## src/rtl/smpl_avg.sv

```systemverilog
// ---------------------------------------------------------------------------
// smpl_avg
//
// Purpose:
//   Sums windows of N_SMPL signed 12-bit samples and hands each window sum to
//   an external signed divider. The divider quotient becomes the
//   registered window average. A clear input aborts the window in progress.
//   If the clear arrives while the divider is busy, that divider result is
//   dropped.
//
// Optional feature:
//   AVG_ROUND_EN  when defined, the value sent to the divider is biased by
//                 N_SMPL/2 away from zero. The truncating divider then
//                 produces round-half-away-from-zero. When undefined, the
//                 raw window sum is sent.
//
// Parameters:
//   N_SMPL          samples per average, legal range 1..15
//
// Ports:
//   clk             clock, rising edge
//   rst_n           asynchronous active-low reset
//   i_smpl_vld      sample strobe, accepted only while o_smpl_rdy is high
//   i_smpl          signed 12-bit sample
//   o_smpl_rdy      block can accept a sample (accumulate state)
//   i_clr           synchronous abort of the current window
//   o_div_go        one-cycle start pulse to the divider
//   o_div_dividend  registered signed window sum (optionally biased)
//   o_div_divisor   constant N_SMPL
//   i_div_quotient  signed divider result, valid while i_div_rdy is high
//   i_div_rdy       divider done flag
//   o_avg           registered signed average, held between updates
//   o_avg_vld       one-cycle pulse when o_avg updates
// ---------------------------------------------------------------------------
module smpl_avg #(
  parameter int N_SMPL = 8
) (
  input  logic               clk,
  input  logic               rst_n,
  input  logic               i_smpl_vld,
  input  logic signed [11:0] i_smpl,
  output logic               o_smpl_rdy,
  input  logic               i_clr,
  output logic               o_div_go,
  output logic signed [15:0] o_div_dividend,
  output logic signed [15:0] o_div_divisor,
  input  logic signed [15:0] i_div_quotient,
  input  logic               i_div_rdy,
  output logic signed [15:0] o_avg,
  output logic               o_avg_vld
);

  localparam logic [1:0] ST_ACCUM = 2'd0;
  localparam logic [1:0] ST_ISSUE = 2'd1;
  localparam logic [1:0] ST_WAIT  = 2'd2;

  localparam logic [3:0]        LAST_CNT = 4'(N_SMPL - 1);
  localparam logic signed [15:0] DIVISOR = 16'(N_SMPL);
`ifdef AVG_ROUND_EN
  localparam logic signed [15:0] HALF    = 16'(N_SMPL / 2);
`endif

  logic [1:0]         r_state;
  logic signed [15:0] r_sum;
  logic [3:0]         r_cnt;
  logic               r_discard;
  logic               r_div_go;
  logic signed [15:0] r_div_dividend;
  logic signed [15:0] r_avg;
  logic               r_avg_vld;

  logic signed [15:0] w_smpl_ext;
  logic signed [15:0] w_sum_next;
  logic signed [15:0] w_dividend_next;
  logic               w_last;
  logic               w_drop_result;

  // The running sum is carried in 16 bits. Fifteen full-scale 12-bit samples
  // reach at most 30720 in magnitude, so the sum never wraps.
  always_comb begin
    w_smpl_ext = {{4{i_smpl[11]}}, i_smpl};
    w_sum_next = r_sum + w_smpl_ext;
    w_last     = (r_cnt == LAST_CNT);
  end

  // The divider truncates toward zero. Biasing the dividend by half the
  // divisor, in the direction of its sign, turns that into
  // round-half-away-from-zero. The bias is applied to the completed sum,
  // so it is added once per window.
`ifdef AVG_ROUND_EN
  always_comb begin
    w_dividend_next = w_sum_next[15] ? (w_sum_next - HALF) : (w_sum_next + HALF);
  end
`else
  always_comb begin
    w_dividend_next = w_sum_next;
  end
`endif

  // A clear seen in the same cycle that the divider finishes also drops
  // that result. The abort therefore takes effect even if it lands on the
  // last waiting cycle.
  always_comb begin
    w_drop_result = r_discard | i_clr;
  end

  // Main control. ACCUM accepts samples. The edge that accepts the last
  // sample of a window also registers the dividend and raises div_go. As a
  // result, div_go is high exactly for the single ISSUE cycle. WAIT holds
  // off new samples until the divider reports done. It then either
  // publishes the quotient or, after an abort, drops it silently.
  always_ff @(posedge clk or negedge rst_n) begin
    if (!rst_n) begin
      r_state        <= ST_ACCUM;
      r_sum          <= '0;
      r_cnt          <= '0;
      r_discard      <= 1'b0;
      r_div_go       <= 1'b0;
      r_div_dividend <= '0;
      r_avg          <= '0;
      r_avg_vld      <= 1'b0;
    end else begin
      r_div_go  <= 1'b0;
      r_avg_vld <= 1'b0;
      case (r_state)
        ST_ACCUM: begin
          if (i_clr) begin
            r_sum <= '0;
            r_cnt <= '0;
          end else if (i_smpl_vld) begin
            r_sum <= w_sum_next;
            r_cnt <= r_cnt + 4'd1;
            if (w_last) begin
              r_div_go       <= 1'b1;
              r_div_dividend <= w_dividend_next;
              r_state        <= ST_ISSUE;
            end
          end
        end
        ST_ISSUE: begin
          if (i_clr) begin
            r_discard <= 1'b1;
          end
          r_state <= ST_WAIT;
        end
        ST_WAIT: begin
          if (i_div_rdy) begin
            if (!w_drop_result) begin
              r_avg     <= i_div_quotient;
              r_avg_vld <= 1'b1;
            end
            r_sum     <= '0;
            r_cnt     <= '0;
            r_discard <= 1'b0;
            r_state   <= ST_ACCUM;
          end else if (i_clr) begin
            r_discard <= 1'b1;
          end
        end
        default: begin
          r_state <= ST_ACCUM;
        end
      endcase
    end
  end

  // Outputs. Ready is decoded straight from the state, so samples offered
  // during ISSUE or WAIT are dropped with no side effect.
  always_comb begin
    o_smpl_rdy     = (r_state == ST_ACCUM);
    o_div_go       = r_div_go;
    o_div_dividend = r_div_dividend;
    o_div_divisor  = DIVISOR;
    o_avg          = r_avg;
    o_avg_vld      = r_avg_vld;
  end

endmodule
```

## config.mk

```make
export PLATFORM = sky130hd
export DESIGN_NAME = smpl_avg
export DESIGN_NICKNAME = d
export VERILOG_FILES = /design/src/rtl/smpl_avg.sv
export SDC_FILE = /design/constraint.sdc
export NUM_CORES = 1
export LEC_CHECK = 0
export BUFFER_PORTS_ARGS = -buffer_cell sky130_fd_sc_hd__buf_2
export CORE_MARGIN = 8
export CORE_UTILIZATION = 28
export DETAILED_ROUTE_END_ITERATION = 8
export PLACE_DENSITY = 0.55
export SYNTH_ARGS = -nofsm -noshare
export SYNTH_HDL_FRONTEND = slang
export SYNTH_SLANG_ARGS = --single-unit
```

## constraint.sdc

```tcl
create_clock -name clk -period 3 [get_ports clk]
set_input_delay 0.15 -clock clk [delete_from_list [all_inputs] [get_ports clk]]
set_output_delay 0.15 -clock clk [all_outputs]
set_load 0.02 [all_outputs]
```

==> summary.json, run 1 <==
{
  "layout": {
    "syn_to_final_growth_pct": 20.0,
    "postLayoutCoreUtil": 0.346,
    "layout_commonest_cell": "sky130_fd_sc_hd__buf_2",
    "final_cell_count_no_fill": 500,
    "antennaDiodeCount": 0,
    "multi_input_comb_area_mm2": 0.00156,
    "nFillCells": 1123,
    "sequential_cell_area_mm2": 0.00143,
    "drive_above_1_share": 0.356,
    "most-common-layout-cells": "67 x sky130_fd_sc_hd__buf_2, 57 x sky130_fd_sc_hd__dfrtp_1, 30 x sky130_fd_sc_hd__mux2_2",
    "finalNetCount": 408
  },
  "drt": {
    "detailroute.via_count": 2310,
    "drt-wirelength-per-cell_um": 14.4,
    "detail_route.wirelength_mm": 7.21,
    "drc": 0,
    "detailedRoute.firstPassIterationCount": 5,
    "postRouteAntennaNets": 0,
    "dr.first_iter.drc_count": 61,
    "avgViaCountPerCell": 4.62
  },
  "sta": {
    "timing.clock.skew_ps": 7.96,
    "final.min_clock_period_ps": 2350,
    "min_period_over_period": 0.784,
    "slew-limit-headroom": 0.657,
    "final.setup.worst_slack_ps": 649,
    "fmax_ghz": 0.425,
    "rsz0062_at_grt": "false",
    "drv_slew": 0,
    "final-setup-viol-count": 0,
    "timing_worst_slew_pin_value_ps": 514,
    "timing_hold_violations_final": 0,
    "setup_total_negative_slack_ps": 0
  },
  "clocking": {
    "clk_pin_slew_worst_paths_ps": 70,
    "cts.repair_timing.setup_buffer_count": 0,
    "tritoncts": "built",
    "post_cts_resized": 0,
    "cts_num_sinks": 57,
    "htreeDepth": 3,
    "clockRootBuffer": "sky130_fd_sc_hd__clkbuf_8",
    "worst_skew_pair.late_latency_ps": 330,
    "ctsLongestPathBuffers": 2,
    "total_clock_buffers_created_by_cts": 9
  },
  "floorplan": {
    "die_area_mm2": 0.0148,
    "width_of_the_die_um": 122,
    "initial_utilization": 0.288,
    "placementRows": 38,
    "die_height_um": 122,
    "top_level_ports": 84,
    "core-area_mm2": 0.0109
  },
  "placed_design": {
    "dpl.hpwl_mm": 5.54,
    "port-buffer-count": 67,
    "numPlacedInstances": 483,
    "gpl.final_weighted_congestion": 0.797,
    "place_worst_setup_slack_ps": 651
  },
  "setup_path": {
    "cp.arrival_ps": 2580,
    "timing.setup.critical_path_class": "reg -> reg",
    "start_kind": "register",
    "r2r_cells": 8,
    "rrSetupSlack_ps": 650,
    "r2r_start": "r_sum[0]",
    "critPathRequiredTime_ps": 3220,
    "timing.critical_path.to_type": "register",
    "crit_fanout": 3,
    "rr_endpoint": "o_div_dividend[8]"
  },
  "global_route": {
    "globalRoute.totalOverflow": 0,
    "grt_antenna_before_repair": 1,
    "first_global_vias": 2457,
    "grt_start_max_net_pins": 27,
    "grt_util_all_layers": 0.103,
    "grt_pass1_wl_mm": 12.2
  },
  "logic_synthesis": {
    "synth_async_sr_flop_share": 1.00,
    "netlist_instances": 283,
    "yosysSeqAreaShare": 0.455,
    "postSynthAreaPerCell_um2": 11.1,
    "synth_cell_types": 46,
    "synth.ff_latch_count": 57,
    "syn_area_mm2": 0.00314,
    "postSynth.topFlopCell": "sky130_fd_sc_hd__dfrtp_1",
    "yosys_warnings": 0,
    "synth_enable_flop_cells": 0
  },
  "worst_hold_path": {
    "worstHoldPathType": "in -> reg",
    "min_from": "i_div_rdy",
    "min_path_cells": 2,
    "hold_end": "r_discard"
  },
  "power": {
    "power.combinational.fraction": 0.421,
    "sw_frac_of_total": 0.383,
    "worst_ir_drop_vdd_v": 0.000290,
    "p_clk_frac": 0.235,
    "cellPowerDensity_mw_per_mm2": 806,
    "power.static_leakage_nw": 2.01,
    "power_frac_seq": 0.345,
    "p_int_mw": 1.87,
    "p_sw_mw": 1.16
  },
  "status": {
    "status": "finished, final reports clean"
  },
  "job": {
    "max-cap-violations": 0
  }
}
==> cell families after synthesis <==
group	after synthesis	synth area share
and+or+nand+nor	56	0.0898
other	2	0.00240
xor gates and xnor gates	12	0.0379
muxes	30	0.108
DFF	57	0.455
buffers and inverters	33	0.0650
AOI/OAI and AO/OA	73	0.160
adders and majority gates	20	0.0822
==> routing by layer <==
layer / vias to the layer above / track usage / wire, µm
met3: 7 / 0.0393 / 511
met5: - / 0 / 8
met2: 68 / 0.158 / 3210
li1: 1136 / - / -
met1: 1097 / 0.130 / 3400
met4: 2 / 0.0324 / 74
==> cells in the mapped netlist (all sizes together), types with 4 or more instances <==
cell,number,area [µm²]
ha,19,238
nand3,6,30.0
a31oi,5,31.3
xor2,6,52.6
a21oi,12,60.1
o211ai,4,35.0
o21ai,18,93.8
a22o,10,87.6
nand2,22,82.6
xnor2,5,43.8
buf,23,166
mux2,30,338
a21o,9,67.6
dfrtp,57,1430
nor2,12,45.0
inv,7,26.3
==> area by class of cell <==
type | count | share of cell area
flip-flops and latches | 57 | 0.379
repair buffers | 73 | 0.102
clock buffers | 9 | 0.0329
clock inverters | 7 | 0.0189
inverters | 7 | 0.00698
well taps | 140 | 0.0465
multi-input cells | 207 | 0.414
==> power groups by stage <==
stage	clock [mW]	combinational [mW]	sequential (mW)
floorplan	0	0.923	1.12
finish	0.712	1.28	1.05
global placement	0	1.27	1.05
detailed placement	0	1.28	1.06
global route	0.770	1.44	1.07
CTS	0.737	1.29	1.05
==> sequential cells by signal (all words and copies together), names as in the netlist <==
name,flops
o_avg,16
o_avg_vld,1
o_div_dividend,16
o_div_go,1
r_cnt,4
r_discard,1
r_state,2
r_sum,16
==> critical path, cell delays in order (launching register included) <==
cell                       delay, ps
sky130_fd_sc_hd__dfrtp_1         390
sky130_fd_sc_hd__ha_1            220
sky130_fd_sc_hd__fa_1            420
sky130_fd_sc_hd__a211oi_1        310
sky130_fd_sc_hd__o21ai_1         180
sky130_fd_sc_hd__a21o_1          190
sky130_fd_sc_hd__a21oi_1         170
sky130_fd_sc_hd__xnor2_1         100
sky130_fd_sc_hd__mux2_2          270
==> worst max-delay path by stage <==
| stage | start | endpoint | slack, ps |
|---|---|---|---|
| 4_1_cts | r_sum[0] | o_div_dividend[8] | 640 |
| 3_5_place_dp | r_sum[0] | o_div_dividend[8] | 650 |
| 3_3_place_gp | r_sum[0] | o_div_dividend[8] | 670 |
| 2_1_floorplan | r_sum[0] | o_div_dividend[8] | 860 |
| 6_report | r_sum[0] | o_div_dividend[8] | 650 |
| 5_1_grt | r_sum[0] | o_div_dividend[8] | 400 |
==> per-stage QoR <==
step / hold slack [ps] / cell area (µm²) / power [mW]
2_1_floorplan: -146 / 3190 / 2.04
3_3_place_gp: 91.1 / 3560 / 2.32
3_5_place_dp: 94.0 / 3560 / 2.34
4_1_cts: 20.7 / 3760 / 3.07
5_1_grt: 23.7 / 3760 / 3.28
6_report: 34.8 / 3760 / 3.04
==> repair_timing <==
| action | CTS | global route |
|---|---|---|
| hold buffers | 1 | 0 |
| endpoints found under the setup margin | 0 | 0 |
| endpoints found under the hold margin | 15 | 0 |
No activity file was read; power rests on OpenSTA's default activity.
==> run 2, diff against run 1 <==
==> constraint.sdc (replaced) <==
create_clock -name clk -period 2.2 [get_ports clk]
set_input_delay 0.11 -clock clk [delete_from_list [all_inputs] [get_ports clk]]
set_output_delay 0.11 -clock clk [all_outputs]
set_load 0.02 [all_outputs]
==> run 2 against run 1 <==
  * Worst setup slack got worse by 570 ps
  * Hold slack lost 21 ps
  * Count of clock-buffer cells in the layout grew 2
  * Non-clock buffer count rose by 19
  * Clock power increased by 70%
  * Clock skew shrank 0.64 ps
  * Sequential cell count unchanged
  * Sequential power increased by 37%
  * Via count rose by 2.0%
  * Register-to-register slack worse by 570 ps
  * Combinational power up 52%
  * Critical path depth did not move
  * Highest routed layer unchanged
==> summary.json, run 2 (synthesis gave the netlist of run 1 again) <==
{
  "sta": {
    "timing.clock.skew": {"value": 7.32, "unit": "ps", "change": "was 7.96 ps"},
    "rsz0062_at_grt": {"value": "true", "change": "was false"},
    "timing_worst_slew_pin_value": {"value": 729, "unit": "ps", "change": "was 514 ps"},
    "final.setup.worst_slack": {"value": 77.2, "unit": "ps", "change": "was 649 ps"},
    "min_period_over_period": {"value": 0.965, "change": "was 0.784"},
    "drv_slew": {"value": 0, "change": "unchanged"},
    "final-setup-viol-count": {"value": 0, "change": "unchanged"},
    "fmax": {"value": 0.471, "unit": "GHz", "change": "was 0.425 GHz"},
    "slew-limit-headroom": {"value": 0.514, "change": "was 0.657"},
    "timing_hold_violations_final": {"value": 0, "change": "unchanged"},
    "setup_total_negative_slack": {"value": 0, "unit": "ps", "change": "unchanged"},
    "final.min_clock_period": {"value": 2120, "unit": "ps", "change": "was 2350 ps"}
  },
  "floorplan": {
    "top_level_ports": {"value": 84, "change": "unchanged"},
    "placementRows": {"value": 38, "change": "unchanged"},
    "die_area": {"value": 0.0148, "unit": "mm²", "change": "unchanged"},
    "die_height": {"value": 122, "unit": "µm", "change": "unchanged"},
    "core-area": {"value": 0.0109, "unit": "mm²", "change": "unchanged"},
    "initial_utilization": {"value": 0.288, "change": "unchanged"},
    "width_of_the_die": {"value": 122, "unit": "µm", "change": "unchanged"}
  },
  "setup_path": {
    "critical_path.slowest_cell": {"value": "sky130_fd_sc_hd__dfrtp_1", "change": "was sky130_fd_sc_hd__fa_1"},
    "timing.setup.critical_path_class": {"value": "reg -> reg", "change": "unchanged"},
    "path_buf_inv": {"value": 0, "change": "unchanged"},
    "crit_fanout": {"value": 3, "change": "unchanged"},
    "start_kind": {"value": "register", "change": "unchanged"},
    "timing.critical_path.to_type": {"value": "register", "change": "unchanged"},
    "cp.arrival": {"value": 2330, "unit": "ps", "change": "was 2580 ps"},
    "worstPathCellList": {"value": "ha_2 > fa_2 > a211oi_4 > o21ai_2 > a21o_1 > a21oi_2 > xnor2_1 > mux2_2", "change": "was ha_1 > fa_1 > a211oi_1 > o21ai_1 > a21o_1 > a21oi_1 > xnor2_1 > mux2_2"},
    "critPathTopFamily": {"value": "compound AO/OA/AOI/OAI gates", "change": "unchanged"},
    "critPathRequiredTime": {"value": 2410, "unit": "ps", "change": "was 3220 ps"},
    "crit_path_max_incr_delay": {"value": 380, "unit": "ps", "change": "was 420 ps"}
  },
  "global_route": {
    "grt_start_max_net_pins": {"value": 58, "change": "was 27"},
    "globalRoute.totalOverflow": {"value": 0, "change": "unchanged"},
    "grt_antenna_before_repair": {"value": 1, "change": "unchanged"},
    "grt_pass1_wl": {"value": 12.3, "unit": "mm", "change": "was 12.2 mm"},
    "first_global_vias": {"value": 2543, "change": "was 2457"},
    "grt_util_all_layers": {"value": 0.104, "change": "was 0.103"}
  },
  "power": {
    "power.static_leakage": {"value": 2.13, "unit": "nW", "change": "was 2.01 nW"},
    "worst_ir_drop_vdd": {"value": 0.000331, "unit": "V", "change": "was 0.000290 V"},
    "post-layout-total-power": {"value": 4.60, "unit": "mW", "change": "was 3.04 mW"},
    "cellPowerDensity": {"value": 1130, "unit": "mW/mm²", "change": "was 806 mW/mm²"}
  },
  "drt": {
    "drt-wirelength-per-cell": {"value": 14.4, "unit": "µm", "change": "about the same"},
    "avgViaCountPerCell": {"value": 4.54, "change": "was 4.62"},
    "detail_route.wirelength": {"value": 7.50, "unit": "mm", "change": "was 7.21 mm"},
    "dr.first_iter.drc_count": {"value": 80, "change": "was 61"},
    "detailroute.via_count": {"value": 2357, "change": "was 2310"},
    "postRouteAntennaNets": {"value": 0, "change": "unchanged"},
    "drc": {"value": 0, "change": "unchanged"},
    "detailedRoute.firstPassIterationCount": {"value": 4, "change": "was 5"}
  },
  "clocking": {
    "ctsLongestPathBuffers": {"value": 2, "change": "unchanged"},
    "htreeDepth": {"value": 3, "change": "unchanged"},
    "clk_pin_slew_worst_paths": {"value": 70, "unit": "ps", "change": "about the same"},
    "total_clock_buffers_created_by_cts": {"value": 9, "change": "unchanged"},
    "clockRootBuffer": {"value": "sky130_fd_sc_hd__clkbuf_8", "change": "unchanged"},
    "worst_skew_pair.late_latency": {"value": 330, "unit": "ps", "change": "about the same"},
    "cts_num_sinks": {"value": 57, "change": "unchanged"},
    "tritoncts": {"value": "built", "change": "unchanged"}
  },
  "layout": {
    "most-common-layout-cells": {"value": "67 x sky130_fd_sc_hd__buf_2, 57 x sky130_fd_sc_hd__dfrtp_1, 30 x sky130_fd_sc_hd__mux2_2", "change": "unchanged"},
    "finalNetCount": {"value": 427, "change": "was 408"},
    "antennaDiodeCount": {"value": 0, "change": "unchanged"},
    "syn_to_final_growth": {"value": 29.7, "unit": "%", "change": "was 20.0%"},
    "drive_above_1_share": {"value": 0.393, "change": "was 0.356"},
    "layout_commonest_cell": {"value": "sky130_fd_sc_hd__buf_2", "change": "unchanged"}
  },
  "placed_design": {
    "port-buffer-count": {"value": 67, "change": "unchanged"},
    "place_worst_setup_slack": {"value": -142, "unit": "ps", "change": "was 651 ps"},
    "dpl.hpwl": {"value": 5.54, "unit": "mm", "change": "about the same"},
    "gpl.final_weighted_congestion": {"value": 0.813, "change": "was 0.797"}
  },
  "status": {
    "status": {"value": "finished, final reports clean", "change": "unchanged"}
  },
  "worst_hold_path": {
    "worstHoldPathType": {"value": "in -> reg", "change": "unchanged"}
  },
  "job": {
    "max-cap-violations": {"value": 0, "change": "unchanged"}
  }
}
==> run 2: path summary, 6_finish.rpt <==
kind | from | endpoint | slack (ps) | cells after the start
worst min register to register | o_div_dividend[2] | o_div_dividend[2] | 480 | 2
max in group asynchronous | rst_n | o_avg_vld | 1260 | 3
min in group asynchronous | rst_n | r_sum[9] | 460 | 3
worst max register to register | r_sum[0] | o_div_dividend[8] | 80 | 8
worst max-delay path | r_sum[0] | o_div_dividend[8] | 80 | 8
worst min-delay path | i_div_quotient[1] | o_avg[1] | 10 | 2
==> run 2: area by class of cell <==
type	count	area, µm²
fillers	1083	6820
clock inverters	5	103
inverters	7	26.3
well taps	140	175
flip-flops and latches	57	1430
clock buffers	11	141
repair buffers	92	548
multi-input cells	207	1650
==> run 2: stage by stage <==
| step | cell area [µm²] | hold slack (ps) | utilization | std cells |
|---|---|---|---|---|
| global route | 4070 | 4.57 | 0.373 | 519 |
| floorplan | 3190 | -186 | - | 297 |
| CTS | 4000 | 0.314 | 0.367 | 519 |
| global placement | 3630 | 310 | 0.333 | 492 |
| finish | 4070 | 13.7 | 0.373 | 519 |
| detailed placement | 3630 | 317 | 0.333 | 492 |
==> run 2: repair_timing <==
item	CTS	global route
pin swaps	3	3
gates resized for setup	5	8
hold buffers	10	0
endpoints found under the setup margin	9	8
endpoints found under the hold margin	66	0
buffers inserted	1	0
==> run 2: layer usage <==
metal / track usage / wire length, µm / vias to the layer above
li1: - / - / 1173
met2: 0.162 / 3440 / 57
met5: 0 / 8 / -
met4: 0.0463 / 137 / 2
met1: 0.128 / 3430 / 1112
met3: 0.0356 / 477 / 13
==> run 2: where the power goes <==
part	leakage, nW	total, mW	internal, mW	switching (mW)
Clock	0.120	1.21	0.782	0.428
Combinational	1.23	1.95	0.901	1.05
Sequential	0.774	1.44	1.29	0.156
==> run 3, diff against run 2 <==
--- a/config.mk
+++ b/config.mk
@@ -8,6 +8,7 @@
 export BUFFER_PORTS_ARGS = -buffer_cell sky130_fd_sc_hd__buf_2
 export CORE_MARGIN = 8
 export CORE_UTILIZATION = 28
+export CTS_BUF_LIST = sky130_fd_sc_hd__clkbuf_4
 export DETAILED_ROUTE_END_ITERATION = 8
 export PLACE_DENSITY = 0.55
 export SYNTH_ARGS = -nofsm -noshare
==> run 3 against run 2 <==
  * Via count rose by 2.8%
  * Critical path depth fell by 1
  * Critical path type unchanged
  * First-iteration DRC count rose by 6.3%
  * Hold slack improved by 54 ps
  * Routed wire length rose by 2.5%
  * Power fell by 4.1%
  * Largest power group unchanged
  * Fmax fell by 1.5%
  * Count of clock-buffer cells in the layout fell by 1
  * Utilization rose by 0.32 points
  * Critical endpoint is now r_sum[15]
==> summary.json, run 3 (synthesis gave the netlist of run 1 again) <==
{
  "status": {
    "status": {"value": "finished, final reports clean", "change": "unchanged"}
  },
  "clocking": {
    "cts_num_sinks": {"value": 57, "change": "unchanged"},
    "clk_pin_slew_worst_paths": {"value": 100, "unit": "ps", "change": "was 70 ps"},
    "ctsLongestPathBuffers": {"value": 2, "change": "unchanged"},
    "tritoncts": {"value": "built", "change": "unchanged"},
    "total_clock_buffers_created_by_cts": {"value": 9, "change": "unchanged"},
    "htreeDepth": {"value": 3, "change": "unchanged"},
    "worst_skew_pair.late_latency": {"value": 400, "unit": "ps", "change": "was 330 ps"},
    "clockRootBuffer": {"value": "sky130_fd_sc_hd__clkbuf_4", "change": "was sky130_fd_sc_hd__clkbuf_8"}
  },
  "placed_design": {
    "port-buffer-count": {"value": 67, "change": "unchanged"},
    "gpl.final_weighted_congestion": {"value": 0.813, "change": "unchanged"},
    "dpl.hpwl": {"value": 5.54, "unit": "mm", "change": "unchanged"}
  },
  "setup_path": {
    "critical_path.slowest_cell": {"value": "sky130_fd_sc_hd__dfrtp_1", "change": "unchanged"},
    "start_kind": {"value": "register", "change": "unchanged"},
    "path_buf_inv": {"value": 0, "change": "unchanged"},
    "crit_path_max_incr_delay": {"value": 410, "unit": "ps", "change": "was 380 ps"},
    "timing.setup.critical_path_class": {"value": "reg -> reg", "change": "unchanged"},
    "r2r_start": {"value": "r_sum[12]", "change": "was r_sum[0]"},
    "critPathTopFamily": {"value": "compound AO/OA/AOI/OAI gates", "change": "unchanged"},
    "startpoint": {"value": "r_sum[12]", "change": "was r_sum[0]"},
    "most_frequent_cell_on_the_critical_path": "sky130_fd_sc_hd__a21o_1",
    "timing.critical_path.to_type": {"value": "register", "change": "unchanged"},
    "cp.arrival": {"value": 2430, "unit": "ps", "change": "was 2330 ps"},
    "critPathRequiredTime": {"value": 2480, "unit": "ps", "change": "was 2410 ps"},
    "crit_fanout": {"value": 5, "change": "was 3"},
    "worstPathCellList": {"value": "ha_1 > a21o_1 > a21o_1 > a21oi_2 > nand4_1 > and4bb_1 > a311o_1", "change": "was ha_2 > fa_2 > a211oi_4 > o21ai_2 > a21o_1 > a21oi_2 > xnor2_1 > mux2_2"}
  },
  "sta": {
    "slew-limit-headroom": {"value": 0.512, "change": "was 0.514"},
    "drv_slew": {"value": 0, "change": "unchanged"},
    "final.min_clock_period": {"value": 2150, "unit": "ps", "change": "was 2120 ps"},
    "timing_hold_violations_final": {"value": 0, "change": "unchanged"},
    "rsz0062_at_grt": {"value": "true", "change": "unchanged"},
    "timing_worst_slew_pin_value": {"value": 731, "unit": "ps", "change": "was 729 ps"},
    "min_period_over_period": {"value": 0.979, "change": "was 0.965"},
    "fmax": {"value": 0.464, "unit": "GHz", "change": "was 0.471 GHz"},
    "final-setup-viol-count": {"value": 0, "change": "unchanged"},
    "timing.clock.skew": {"value": 14.5, "unit": "ps", "change": "was 7.32 ps"}
  },
  "layout": {
    "nFillCells": {"value": 1067, "change": "was 1083"},
    "syn_to_final_growth": {"value": 30.8, "unit": "%", "change": "was 29.7%"},
    "layout_commonest_cell": {"value": "sky130_fd_sc_hd__buf_2", "change": "unchanged"},
    "finalNetCount": {"value": 435, "change": "was 427"},
    "antennaDiodeCount": {"value": 0, "change": "unchanged"},
    "most-common-layout-cells": {"value": "67 x sky130_fd_sc_hd__buf_2, 57 x sky130_fd_sc_hd__dfrtp_1, 30 x sky130_fd_sc_hd__mux2_2", "change": "unchanged"},
    "postLayoutCoreUtil": {"value": 0.377, "change": "was 0.373"},
    "drive_above_1_share": {"value": 0.390, "change": "was 0.393"}
  },
  "power": {
    "p_clk_frac": {"value": 0.223, "change": "was 0.263"},
    "power.static_leakage": {"value": 2.13, "unit": "nW", "change": "about the same"},
    "cellPowerDensity": {"value": 1080, "unit": "mW/mm²", "change": "was 1130 mW/mm²"},
    "post-layout-total-power": {"value": 4.42, "unit": "mW", "change": "was 4.60 mW"},
    "sw_frac_of_total": {"value": 0.368, "change": "was 0.355"},
    "worst_ir_drop_vdd": {"value": 0.000338, "unit": "V", "change": "was 0.000331 V"},
    "power.combinational.fraction": {"value": 0.450, "change": "was 0.424"},
    "p_sw": {"value": 1.63, "unit": "mW", "change": "was 1.64 mW"},
    "power_frac_seq": {"value": 0.327, "change": "was 0.313"},
    "p_int": {"value": 2.79, "unit": "mW", "change": "was 2.97 mW"}
  },
  "drt": {
    "drt-wirelength-per-cell": {"value": 14.6, "unit": "µm", "change": "was 14.4 µm"},
    "postRouteAntennaNets": {"value": 0, "change": "unchanged"},
    "detailedRoute.firstPassIterationCount": {"value": 4, "change": "unchanged"},
    "detail_route.wirelength": {"value": 7.69, "unit": "mm", "change": "was 7.50 mm"},
    "avgViaCountPerCell": {"value": 4.60, "change": "was 4.54"},
    "drc": {"value": 0, "change": "unchanged"},
    "detailroute.via_count": {"value": 2424, "change": "was 2357"},
    "dr.first_iter.drc_count": {"value": 85, "change": "was 80"}
  },
  "global_route": {
    "grt_antenna_before_repair": {"value": 1, "change": "unchanged"},
    "globalRoute.totalOverflow": {"value": 0, "change": "unchanged"},
    "grt_util_all_layers": {"value": 0.106, "change": "was 0.104"},
    "grt_start_max_net_pins": {"value": 58, "change": "unchanged"},
    "grt_pass1_wl": {"value": 12.5, "unit": "mm", "change": "was 12.3 mm"},
    "first_global_vias": {"value": 2585, "change": "was 2543"}
  },
  "floorplan": {
    "core-area": {"value": 0.0109, "unit": "mm²", "change": "unchanged"},
    "die_area": {"value": 0.0148, "unit": "mm²", "change": "unchanged"},
    "placementRows": {"value": 38, "change": "unchanged"},
    "initial_utilization": {"value": 0.288, "change": "unchanged"},
    "top_level_ports": {"value": 84, "change": "unchanged"},
    "width_of_the_die": {"value": 122, "unit": "µm", "change": "unchanged"},
    "die_height": {"value": 122, "unit": "µm", "change": "unchanged"}
  },
  "worst_hold_path": {
    "worstHoldPathType": {"value": "in -> reg", "change": "unchanged"},
    "min_from": {"value": "i_clr", "change": "was i_div_quotient[1]"}
  },
  "job": {
    "max-cap-violations": {"value": 0, "change": "unchanged"}
  }
}
==> run 3: cell count changes in the layout (fill, tap and decap cells not counted), sizes merged <==
cell,change
clkinv,+1
dlygate4sd3,+8
clkbuf,-1
==> run 3: stage by stage <==
step	setup slack (ps)	hold slack, ps	instance area (µm²)	cells	setup TNS (ps)
final	45.9	68.1	4100	527	0
after global routing	-30.3	80.7	4100	527	-49.3
after CTS	-8.08	30.7	4020	527	-8.08
after detailed placement	-142	317	3630	492	-468
after global placement	-138	310	3630	492	-365
after floorplan	60.3	-186	3190	297	0
==> run 3: path summary, 6_finish.rpt <==
kind | endpoint | slack (ps) | cells after the start
min | r_discard | 70 | 3
min in group asynchronous | r_sum[3] | 380 | 3
max in group asynchronous | o_avg_vld | 1330 | 3
max reg2reg | r_sum[15] | 50 | 7
max | r_sum[15] | 50 | 7
min reg2reg | r_cnt[3] | 480 | 1
==> run 3: power by group through the flow <==
stage	clock network [mW]	logic [mW]	registers (mW)
after floorplan	0	1.26	1.53
after global placement	0	1.80	1.44
after detailed placement	0	1.83	1.44
after CTS	1.01	1.90	1.43
after global routing	1.04	2.21	1.48
final	0.985	1.99	1.44
==> run 3: area by class of cell <==
class                      count  area, µm²  area share
clock buffer                  10       75.1      0.0183
clock inverter                 6        106      0.0259
inverter                       7       26.3     0.00641
multi-input combinational    207       1660       0.406
sequential                    57       1430       0.348
tap                          140        175      0.0427
timing repair buffer         100        628       0.153
==> run 3: repair_timing <==
action,4_1_cts,5_1_grt
pin swaps,3,3
hold endpoints to repair,74,0
gates resized for setup,6,9
gates cloned,0,0
buffers inserted,1,0
hold buffers,18,0
endpoints found under the setup margin,11,9
==> run 3: worst reg2reg max path: cells and delay by family, from the launching register on <==
kind / cells / cell delay, ps
and+or+nand+nor: 2 / 390
AOI/OAI and AO/OA: 4 / 900
adders and majority gates: 1 / 350
DFF: 1 / 410
==> run 3: metal layers <==
layer,share of wire,track usage,up-vias
met4,0.021,0.0509,2
met1,0.44,0.128,1144
met5,0.0010,0,-
li1,-,-,1189
met3,0.066,0.0352,16
met2,0.47,0.167,73
